### config.mk
export PLATFORM = sky130hd
export DESIGN_NAME = antilog_converter
export DESIGN_NICKNAME = d
export VERILOG_FILES = /design/src/rtl/antilog_converter.sv
export SDC_FILE = /design/constraint.sdc
export NUM_CORES = 1
export LEC_CHECK = 0
export ABC_CLOCK_PERIOD_IN_PS = 4550
export CORE_MARGIN = 10
export CORE_UTILIZATION = 54
export CTS_CLUSTER_DIAMETER = 200
export DETAILED_ROUTE_END_ITERATION = 7
export HOLD_SLACK_MARGIN = 0.1
export PLACE_DENSITY = 0.85
export SYNTH_ARGS = -nofsm -noshare
export SYNTH_HDL_FRONTEND = slang
export SYNTH_SLANG_ARGS = --single-unit
### constraint.sdc
create_clock -name clk -period 4.55 [get_ports clk]
set_clock_uncertainty 0.1 [all_clocks]
set_input_delay 0.91 -clock clk [delete_from_list [all_inputs] [get_ports clk]]
set_output_delay 0.91 -clock clk [all_outputs]
set_load 0.02 [all_outputs]
### src/rtl/antilog_converter.sv
// Antilog back end of a Mitchell log-domain multiplier. It rebuilds the approximate product
// by shifting the mantissa {1,frac} serially, one bit per cycle, toward the exponent position.
module antilog_converter #(
   parameter int FRAC_W = 7,
   parameter int CHAR_W = 4,
   parameter int OUT_W  = 16
) (
   input  logic              clk,
   input  logic              rst,
   input  logic              in_valid,
   output logic              in_ready,
   input  logic [CHAR_W-1:0] in_char,
   input  logic [FRAC_W-1:0] in_frac,
   input  logic              in_fcout,
   input  logic              in_zero,
   output logic              out_valid,
   input  logic              out_ready,
   output logic [OUT_W-1:0]  out_product,
   output logic              out_ovf,
   output logic [1:0]        dbg_state
);

   // Handshake: a transfer happens on a rising edge where valid and ready are both high.
   // out_valid, out_product and out_ovf stay constant until that transfer occurs.

   localparam int E_W = CHAR_W + 1;

   typedef enum logic [1:0] {
      IDLE  = 2'd0,
      SHIFT = 2'd1,
      DONE  = 2'd2
   } state_t;

   state_t           state_q, state_d;
   logic [OUT_W-1:0] acc;
   logic [E_W-1:0]   cnt;
   logic             dir_left;
   logic             ovf_q;

   logic [E_W-1:0]   e;
   logic             e_left;
   logic             e_ovf;
   logic [E_W-1:0]   shift_amt;
   logic [OUT_W-1:0] mant;
   logic             accept;

   always_comb begin
      e         = {1'b0, in_char} + {{CHAR_W{1'b0}}, in_fcout};
      e_left    = (e >= E_W'(FRAC_W));
      e_ovf     = (e > E_W'(OUT_W - 1));
      shift_amt = e_left ? (e - E_W'(FRAC_W)) : (E_W'(FRAC_W) - e);
      mant      = {{(OUT_W - FRAC_W - 1){1'b0}}, 1'b1, in_frac};
      accept    = in_valid && in_ready;
   end

   always_ff @(posedge clk) begin
      if (rst) state_q <= IDLE;
      else     state_q <= state_d;
   end

   always_comb begin
      state_d   = state_q;
      in_ready  = 1'b0;
      out_valid = 1'b0;
      case (state_q)
         IDLE: begin
            in_ready = 1'b1;
            if (in_valid) begin
               // Zero and overflow results need no shifting at all
               if (in_zero || e_ovf || (shift_amt == '0)) state_d = DONE;
               else                                        state_d = SHIFT;
            end
         end
         SHIFT: begin
            if (cnt == E_W'(1)) state_d = DONE;
         end
         DONE: begin
            out_valid = 1'b1;
            if (out_ready) state_d = IDLE;
         end
         default: state_d = IDLE;
      endcase
   end

   always_ff @(posedge clk) begin
      if (rst) begin
         acc      <= '0;
         cnt      <= '0;
         dir_left <= 1'b0;
         ovf_q    <= 1'b0;
      end else if (accept) begin
         dir_left <= e_left;
         if (in_zero) begin
            acc   <= '0;
            cnt   <= '0;
            ovf_q <= 1'b0;
         end else if (e_ovf) begin
            acc   <= '1;
            cnt   <= '0;
            ovf_q <= 1'b1;
         end else begin
            acc   <= mant;
            cnt   <= shift_amt;
            ovf_q <= 1'b0;
         end
      end else if (state_q == SHIFT) begin
         // Left shifts never exceed e-FRAC_W <= OUT_W-1-FRAC_W, so no MSB is lost
         acc <= dir_left ? (acc << 1) : (acc >> 1);
         cnt <= cnt - E_W'(1);
      end
   end

   assign out_product = acc;
   assign out_ovf     = ovf_q;
   assign dbg_state   = state_q;

endmodule

==> flow_results.org, run 1 <==
** Timing
- Final Critical Period :: 3260 ps
- After routing, the total negative slack on setup checks comes to 0 ps.
- Worst Hold Slack :: 383 ps
- For the pin with the worst max-slew slack, the measured transition is 1150 ps.
- Setup violations remaining at the end of the flow were counted as 0.
- RSZ-0062 raised after global routing :: false
- Relative slew slack :: 23.3%
- Final count of hold timing violations :: 0
- Once routing completed, OpenROAD measured the worst setup slack at 1290 ps.
- Final clock period utilization by the worst path :: 71.7%
- Max Clk Rate :: 307 MHz
- The number of pins with negative max-slew slack in the final report was 0.

** Clock tree
- Clock tree synthesis selected as its root buffer the cell sky130_fd_sc_hd__clkbuf_4.
- In this run the number of H-tree levels came out at 1.
- The later pin in the worst-skew pair is clocked with a latency of 320 ps.
- After clock tree synthesis, the clock-pin slew on the worst setup and hold paths is 140 ps.
- No sink is reached through more buffers than the 2 on the longest clock path.
- Counting every sink on the clock net gives 25.
- Post_cts resized :: 0
- TritonCTS clock tree :: done
- Post-CTS timing repair inserted 0 buffers for setup.
- Clock tree synthesis inserted a total of 3 buffers.
- Hold_buf cts :: 0

** Power and ir drop
- Overall power consumption :: 0.670 mW
- For this design the ratio of total power to cell area is 318 nW/um^2.
- Worst IR Drop VDD :: 0.124 mV
- Leak Pwr :: 0.788 nW

** Drt
- After the first detailed-routing iteration, the DRC count stood at 133.
- The count of nets left with antenna violations once routing finished came out at 0.
- Detailed-route via count :: 1555
- Final wirelength :: 4140 um
- First-pass DRT Iterations :: 4
- For this run, design rule violations remaining after detail routing come to 0.
- Post-detailed-route wirelength per cell :: 15.0 um
- Dividing the detail-routed via count by the number of cells gives 5.63.

** Worst setup path
- Crit-path max FO :: 6
- Data arrives at the worst endpoint at 3390 ps.
- The worst setup path is captured at a flip-flop.
- Measured in cells, the most critical reg-to-reg path has a length of 6.
- Required time at the worst-slack endpoint :: 4680 ps
- R2R setup slack :: 2360 ps
- STA classifies the critical path startpoint as a primary input.
- The critical path in this run is classified as in2reg.

** Die
- Floorplan core area :: 3050 sq um
- Placement Rows :: 20
- Ports :: 38
- Die Span X :: 76.2 um
- The die is 76.2 um tall.
- The initial utilization of the core area, before any placement, comes to 55.9%.
- The die covers 5810 sq um.

** Finish
- In the final design database the tool counted 257 nets.
- Fraction of layout instances using a drive strength above 1 :: 13.8%
- The number of antenna diodes in the final layout is 0.
- The count of cells in the finished layout, fillers not included, comes to 276.
- Number of filler cells placed in the layout :: 255
- From synthesis to final layout, the design area changed by 23.4%.

** Synth
- Post-Synthesis Net Count :: 227
- Synthesis inferred 25 register bits.
- Synth cell types :: 43
- Number of enable-type register cells in the synthesized netlist :: 0
- Mapped Area :: 1710 sq um
- Register area share after synthesis :: 29.3%
- The cell count after synthesis came out at 203.
- For this run, asynchronously set or reset flops after synthesis account for 0%.
- Yosys Warn Count :: 0
- Main flop type after synthesis :: sky130_fd_sc_hd__dfxtp_1
- Average cell area after synthesis :: 8.41 sq um

** Placement
- # placed instances :: 272
- During placement, the flow inserted port buffers numbering 37.
- The HPWL after detailed placement is 3030 um.
- Routability-driven placement finished with a final weighted congestion of 0.813.
- Post-place setup slack :: 958 ps

** Flow run
- The tool flagged a number of max-cap violations equal to 0.

** GRT
- The first global-routing pass estimated 6980 um of wire.
- The via count of the first global-routing pass is 1461.
- Initial antenna violation count :: 0
- After global routing the overflow that remains totals 0.
- In the global route stage, overall resource usage came out at 13.8%.
- Entering global routing, the biggest net connects 26 pins.

** Hold path
- Type of the tightest min-delay check :: reg2reg
- Counting instances, the worst hold path has a depth of 2.

** Status
- The run finished with clean final reports.
path summary, 6_finish.rpt:
kind / start / to
worst max-delay path: in_char[0] / cnt[3]
worst max register to register: dbg_state[1] / cnt[3]
worst min-delay path: out_ovf / out_ovf
worst min register to register: out_ovf / out_ovf
Yosys cell counts, types with 2 or more instances:
master,count,area (sq um)
sky130_fd_sc_hd__o221a_2,2,22.5
sky130_fd_sc_hd__a211oi_2,10,125
sky130_fd_sc_hd__mux2i_1,7,70.1
sky130_fd_sc_hd__ha_1,7,87.6
sky130_fd_sc_hd__a31oi_1,6,37.5
sky130_fd_sc_hd__mux2_2,10,113
sky130_fd_sc_hd__clkbuf_1,10,37.5
sky130_fd_sc_hd__and3_1,2,12.5
sky130_fd_sc_hd__nand2b_1,2,12.5
sky130_fd_sc_hd__inv_1,7,26.3
sky130_fd_sc_hd__a21oi_1,2,10.0
sky130_fd_sc_hd__nand3_1,5,25.0
sky130_fd_sc_hd__nor3_1,6,30.0
sky130_fd_sc_hd__a311oi_1,4,35.0
sky130_fd_sc_hd__nand3b_1,3,22.5
sky130_fd_sc_hd__dfxtp_1,25,500
sky130_fd_sc_hd__nand2_1,17,63.8
sky130_fd_sc_hd__o21ai_0,6,30.0
sky130_fd_sc_hd__a211oi_1,6,45.0
sky130_fd_sc_hd__xor2_1,4,35.0
sky130_fd_sc_hd__xnor2_1,4,35.0
sky130_fd_sc_hd__nor2_1,35,131
sky130_fd_sc_hd__nor2b_1,3,18.8
layer usage:
layer	track usage (%)	share of wire [%]	wire [um]	vias up
met1	16.8	48	2010	729
met2	23.4	46	1920	33
li1	-	-	-	788
met4	5.58	1.6	68	0
met3	2.12	3.5	144	5
met5	0	0	0	-
critical path: stages:
cell and delay (ps):
sky130_fd_sc_hd__clkdlybuf4s50_1 490, sky130_fd_sc_hd__ha_1 290, sky130_fd_sc_hd__nand3_1 120, sky130_fd_sc_hd__xor2_1 410, sky130_fd_sc_hd__inv_1 130, sky130_fd_sc_hd__ha_1 210, sky130_fd_sc_hd__o211ai_1 100, sky130_fd_sc_hd__nand3_1 190
sky130_fd_sc_hd__a211o_1 270, sky130_fd_sc_hd__a311oi_1 260
cells by family after synthesis:
family	Yosys count	share of synthesized area, %
adders and majority gates	7	5.13
buffers and inverters	20	5.06
muxes	17	10.7
AOI/OAI and AO/OA	47	24.2
and+or+nand+nor	79	21.5
DFF	25	29.3
xor gates and xnor gates	8	4.10
layout make-up:
cell class              instances  area [sq um]  area share, %
multi-input cells             158          1120           53.2
flip-flops and latches         25           500           23.7
repair buffers                 38           378           17.9
well taps                      44          55.1           2.61
inverters                       7          26.3           1.25
clock buffers                   3          22.5           1.07
clock inverters                 1          5.00          0.237
metrics by stage:
step | instance area (sq um) | utilization, %
after floorplan | 1710 | -
after global placement | 2080 | 68.2
after detailed placement | 2080 | 68.2
after CTS | 2110 | 69.1
after global routing | 2110 | 69.1
final | 2110 | 69.1
state kept, by name, indices dropped and copies added (netlist names):
register and cells:
cnt 5, dir_left 1, out_product 16, dbg_state 2, out_ovf 1
power by group:
group	internal (mW)	switching (mW)	leakage, nW
clock network	0.0330	0.0682	0.0177
logic	0.136	0.149	0.564
registers	0.248	0.0364	0.206
total	0.416	0.254	0.788
layout by cell type, fill, tap and decap left out, types with 3 or more instances in the layout:
cell and count:
sky130_fd_sc_hd__nand2_1 17, sky130_fd_sc_hd__a31oi_1 6, sky130_fd_sc_hd__inv_1 7, sky130_fd_sc_hd__ha_1 7, sky130_fd_sc_hd__o21ai_0 6, sky130_fd_sc_hd__a211oi_1 6, sky130_fd_sc_hd__xor2_1 4, sky130_fd_sc_hd__a211oi_2 10
sky130_fd_sc_hd__dfxtp_1 25, sky130_fd_sc_hd__nor2_1 35, sky130_fd_sc_hd__xnor2_1 4, sky130_fd_sc_hd__clkdlybuf4s50_1 37, sky130_fd_sc_hd__mux2i_1 7, sky130_fd_sc_hd__nor2b_1 3, sky130_fd_sc_hd__nand3_1 5, sky130_fd_sc_hd__nor3_1 6
sky130_fd_sc_hd__nand3b_1 3, sky130_fd_sc_hd__clkbuf_4 3, sky130_fd_sc_hd__a311oi_1 4, sky130_fd_sc_hd__mux2_2 10
Note: power is estimated with default switching activity, not from simulation.
==> run 2, diff against run 1 <==
==> config.mk (replaced) <==
export PLATFORM = sky130hd
export DESIGN_NAME = antilog_converter
export DESIGN_NICKNAME = d
export VERILOG_FILES = /design/src/rtl/antilog_converter.sv
export SDC_FILE = /design/constraint.sdc
export NUM_CORES = 1
export LEC_CHECK = 0
export ABC_CLOCK_PERIOD_IN_PS = 3000
export CORE_MARGIN = 10
export CORE_UTILIZATION = 50
export CTS_CLUSTER_DIAMETER = 200
export DETAILED_ROUTE_END_ITERATION = 7
export HOLD_SLACK_MARGIN = 0.1
export PLACE_DENSITY = 0.79
export SYNTH_ARGS = -nofsm -noshare
export SYNTH_HDL_FRONTEND = slang
export SYNTH_SLANG_ARGS = --single-unit
==> constraint.sdc (replaced) <==
create_clock -name clk -period 3 [get_ports clk]
set_clock_uncertainty 0.1 [all_clocks]
set_input_delay 0.6 -clock clk [delete_from_list [all_inputs] [get_ports clk]]
set_output_delay 0.6 -clock clk [all_outputs]
set_load 0.02 [all_outputs]
==> run 2 against run 1 <==
Compared with the run above: register-to-register slack got worse by 1200 ps; first-iteration DRC count is 6.0% lower; flip-flop and latch count did not move; critical path type unchanged; largest cell class unchanged.
==> flow_results.org, run 2 (synthesized netlist as in run 1, its figures left out) <==
** Status
- Status :: finished clean

** Power and ir drop
- Combinational cells account for 43.2% of the total power.
- Net load switching power :: 0.401 mW
- Pint :: 0.651 mW
- The design draws 1.05 mW.
- VDD sags by at most 0.207 mV.
- Sequential cells burn 40.8% of the power.
- In this run, the clock network consumes 16.0% of the power.
- The analysis attributes to cell leakage a power of 0.854 nW.
- Of the total power, the share spent switching nets is 38.2%.
- Power spread over the standard cell area amounts to 472 nW/um^2.

** Worst setup path
- Critical path data arrival time :: 2920 ps
- Class of the most critical setup path :: in2reg
- In this run the worst path has a maximum fanout of 5.
- The worst setup path is launched from a primary input.
- The critical path goes through clkdlybuf4s50_1 -> ha_2 -> nand3_1 -> xor2_1 -> inv_1 -> ha_1 -> o211ai_1 -> nand3_1 -> a211o_1 -> a311oi_1.
- CP max stage delay :: 490 ps
- Kind of capture point of the worst setup path :: flip-flop
- Crit-path slowest cell :: sky130_fd_sc_hd__clkdlybuf4s50_1
- Counting stages on the worst path, the most repeated cell is sky130_fd_sc_hd__nand3_1.
- For the worst setup path, the data required time is 3160 ps.

** Die
- The floorplan has 21 rows.
- The floorplan step defined a core boundary enclosing 3310 sq um.
- Initial core utilization :: 51.6%
- Ports :: 38
- Die Ht :: 78.4 um
- Die Span X :: 78.4 um
- The die covers 6150 sq um.

** Placement
- GP Congestion :: 0.819
- Once placement finished, the instance area stood at 2200 sq um.
- Summed over all nets, the half-perimeter wirelength after detailed placement is 3240 um.
- Input/output buffers :: 37

** GRT
- Global routing used 13.5% of the available tracks across all layers.
- The first global-routing pass estimated 7240 um of wire.
- Initial antenna violation count :: 0
- For this run, global-route usage on met1 was measured as 17.4%.
- Global-route congestion overflow total :: 0
- Via count of the first global-routing pass :: 1543
- Global routing met2 resource utilization :: 22.6%
- met2 is the most crowded layer.
- GR Layer Usage met3 :: 2.16%
- Largest net degree at the start of global routing :: 29

** Finish
- NumNets Final :: 272
- Fraction of layout instances using a drive strength above 1 :: 19.4%
- The repair_antennas step left the layout with diodes totalling 0.
- Area taken by multi-input logic gates :: 1120 sq um
- The sequential cells in the finished layout cover a total of 500 sq um.
- Flip-flop count of the largest register after layout :: 16
- Compared with the post-synthesis result, the final layout area differs by 30.5%.
- Most used cells in the layout excluding fill and tap cells :: sky130_fd_sc_hd__clkdlybuf4s50_1, sky130_fd_sc_hd__nor2_1, sky130_fd_sc_hd__dfxtp_1
- The library cell used most frequently in the layout, excluding fill and tap cells, is sky130_fd_sc_hd__clkdlybuf4s50_1.
- Final standard cell area without fillers :: 2230 sq um
- Number of filler cells placed in the layout :: 292
- Finished Core Util :: 67.3%

** Flow run
- The tool flagged a number of max-cap violations equal to 0.

** Clock tree
- Clock tree synthesis selected as its root buffer the cell sky130_fd_sc_hd__clkbuf_4.
- In this run the number of H-tree levels came out at 1.
- Clock slew at reported path FFs :: 160 ps
- Counting every sink on the clock net gives 25.
- Post-CTS Repair Setup Buffers :: 0
- TritonCTS created 3 clock buffers.
- The clock passes through at most 2 buffers.
- TritonCTS built the clock tree.
- Clock insertion delay at the later pin of the skew report :: 340 ps

** Drt
- The count of nets left with antenna violations once routing finished came out at 0.
- Dividing the detail-routed wire length by the instance count gives 14.8 um.
- First DRT Iteration DRCs :: 125
- Post-detailed-route DRC marker count :: 0
- The final route contains 1649 vias.
- The pre-antenna-repair detailed-routing pass consisted of 4 iterations.
- Using the TritonRoute via totals, the vias-per-cell ratio works out to 5.63.
- Final wirelength :: 4350 um

** Timing
- Final setup violation count :: 0
- Final clock period utilization by the worst path :: 92.2%
- The number of hold violations in the final report was 0.
- RSZ-0062 raised after global routing :: false
- Relative slew slack :: 47.9%
- At the pin with the least slew margin, the transition time is 780 ps.
- The number of pins with negative max-slew slack in the final report came to 0.
- Final Critical Period :: 2770 ps
- Max Clk Rate :: 361 MHz

** Hold path
- Type of the tightest min-delay check :: reg2reg
run 2: metrics by stage:
stage | setup WS (ps) | TNS, ps | cells | hold slack (ps)
floorplan | 477 | 0 | 203 | 387
finish | 233 | 0 | 293 | 387
CTS | 146 | 0 | 293 | 397
detailed placement | -188 | -815 | 289 | 374
global route | 13.4 | 0 | 293 | 421
global placement | -75.9 | -214 | 289 | 365
run 2: power by group through the flow:
stage | Combinational (mW) | Clock (mW) | Sequential (mW)
after floorplan | 0.273 | 0 | 0.452
after global placement | 0.443 | 0 | 0.435
after detailed placement | 0.454 | 0 | 0.437
after CTS | 0.456 | 0.169 | 0.429
after global routing | 0.497 | 0.179 | 0.438
final | 0.454 | 0.168 | 0.430
run 2: layout make-up:
type                    count  area share [%]
clock buffers               3            1.01
clock inverters             1           0.337
inverters                   7            1.18
multi-input cells         158            50.4
flip-flops and latches     25            22.5
well taps                  46            2.58
repair buffers             53            22.0
run 2: repair_timing:
| action | in CTS | in global routing |
|---|---|---|
| hold buffers | 0 | 0 |
| endpoints found under the setup margin | 0 | 1 |
| resized for setup | 0 | 2 |
run 2: path summary, 6_finish.rpt:
check | startpoint | endpoint | slack (ps) | depth (start not counted)
min reg2reg | out_ovf | out_ovf | 390 | 2
max reg2reg | dbg_state[1] | cnt[3] | 1160 | 6
min | out_ovf | out_ovf | 390 | 2
max | in_char[0] | cnt[3] | 230 | 10
run 2: critical path, delay by kind of cell:
family                   cells  cell delay [ps]
AO/OA/AOI/OAI                3              650
XOR/XNOR                     1              330
adder cells (fa/ha/maj)      2              420
buffers and inverters        2              610
AND/OR/NAND/NOR              2              320
run 2: per-layer routing:
metal / vias to the layer above / share of wire (%)
li1: 820 / -
met1: 783 / 46
met2: 42 / 50
met3: 4 / 3.3
met5: - / 0
met4: 0 / 0.71
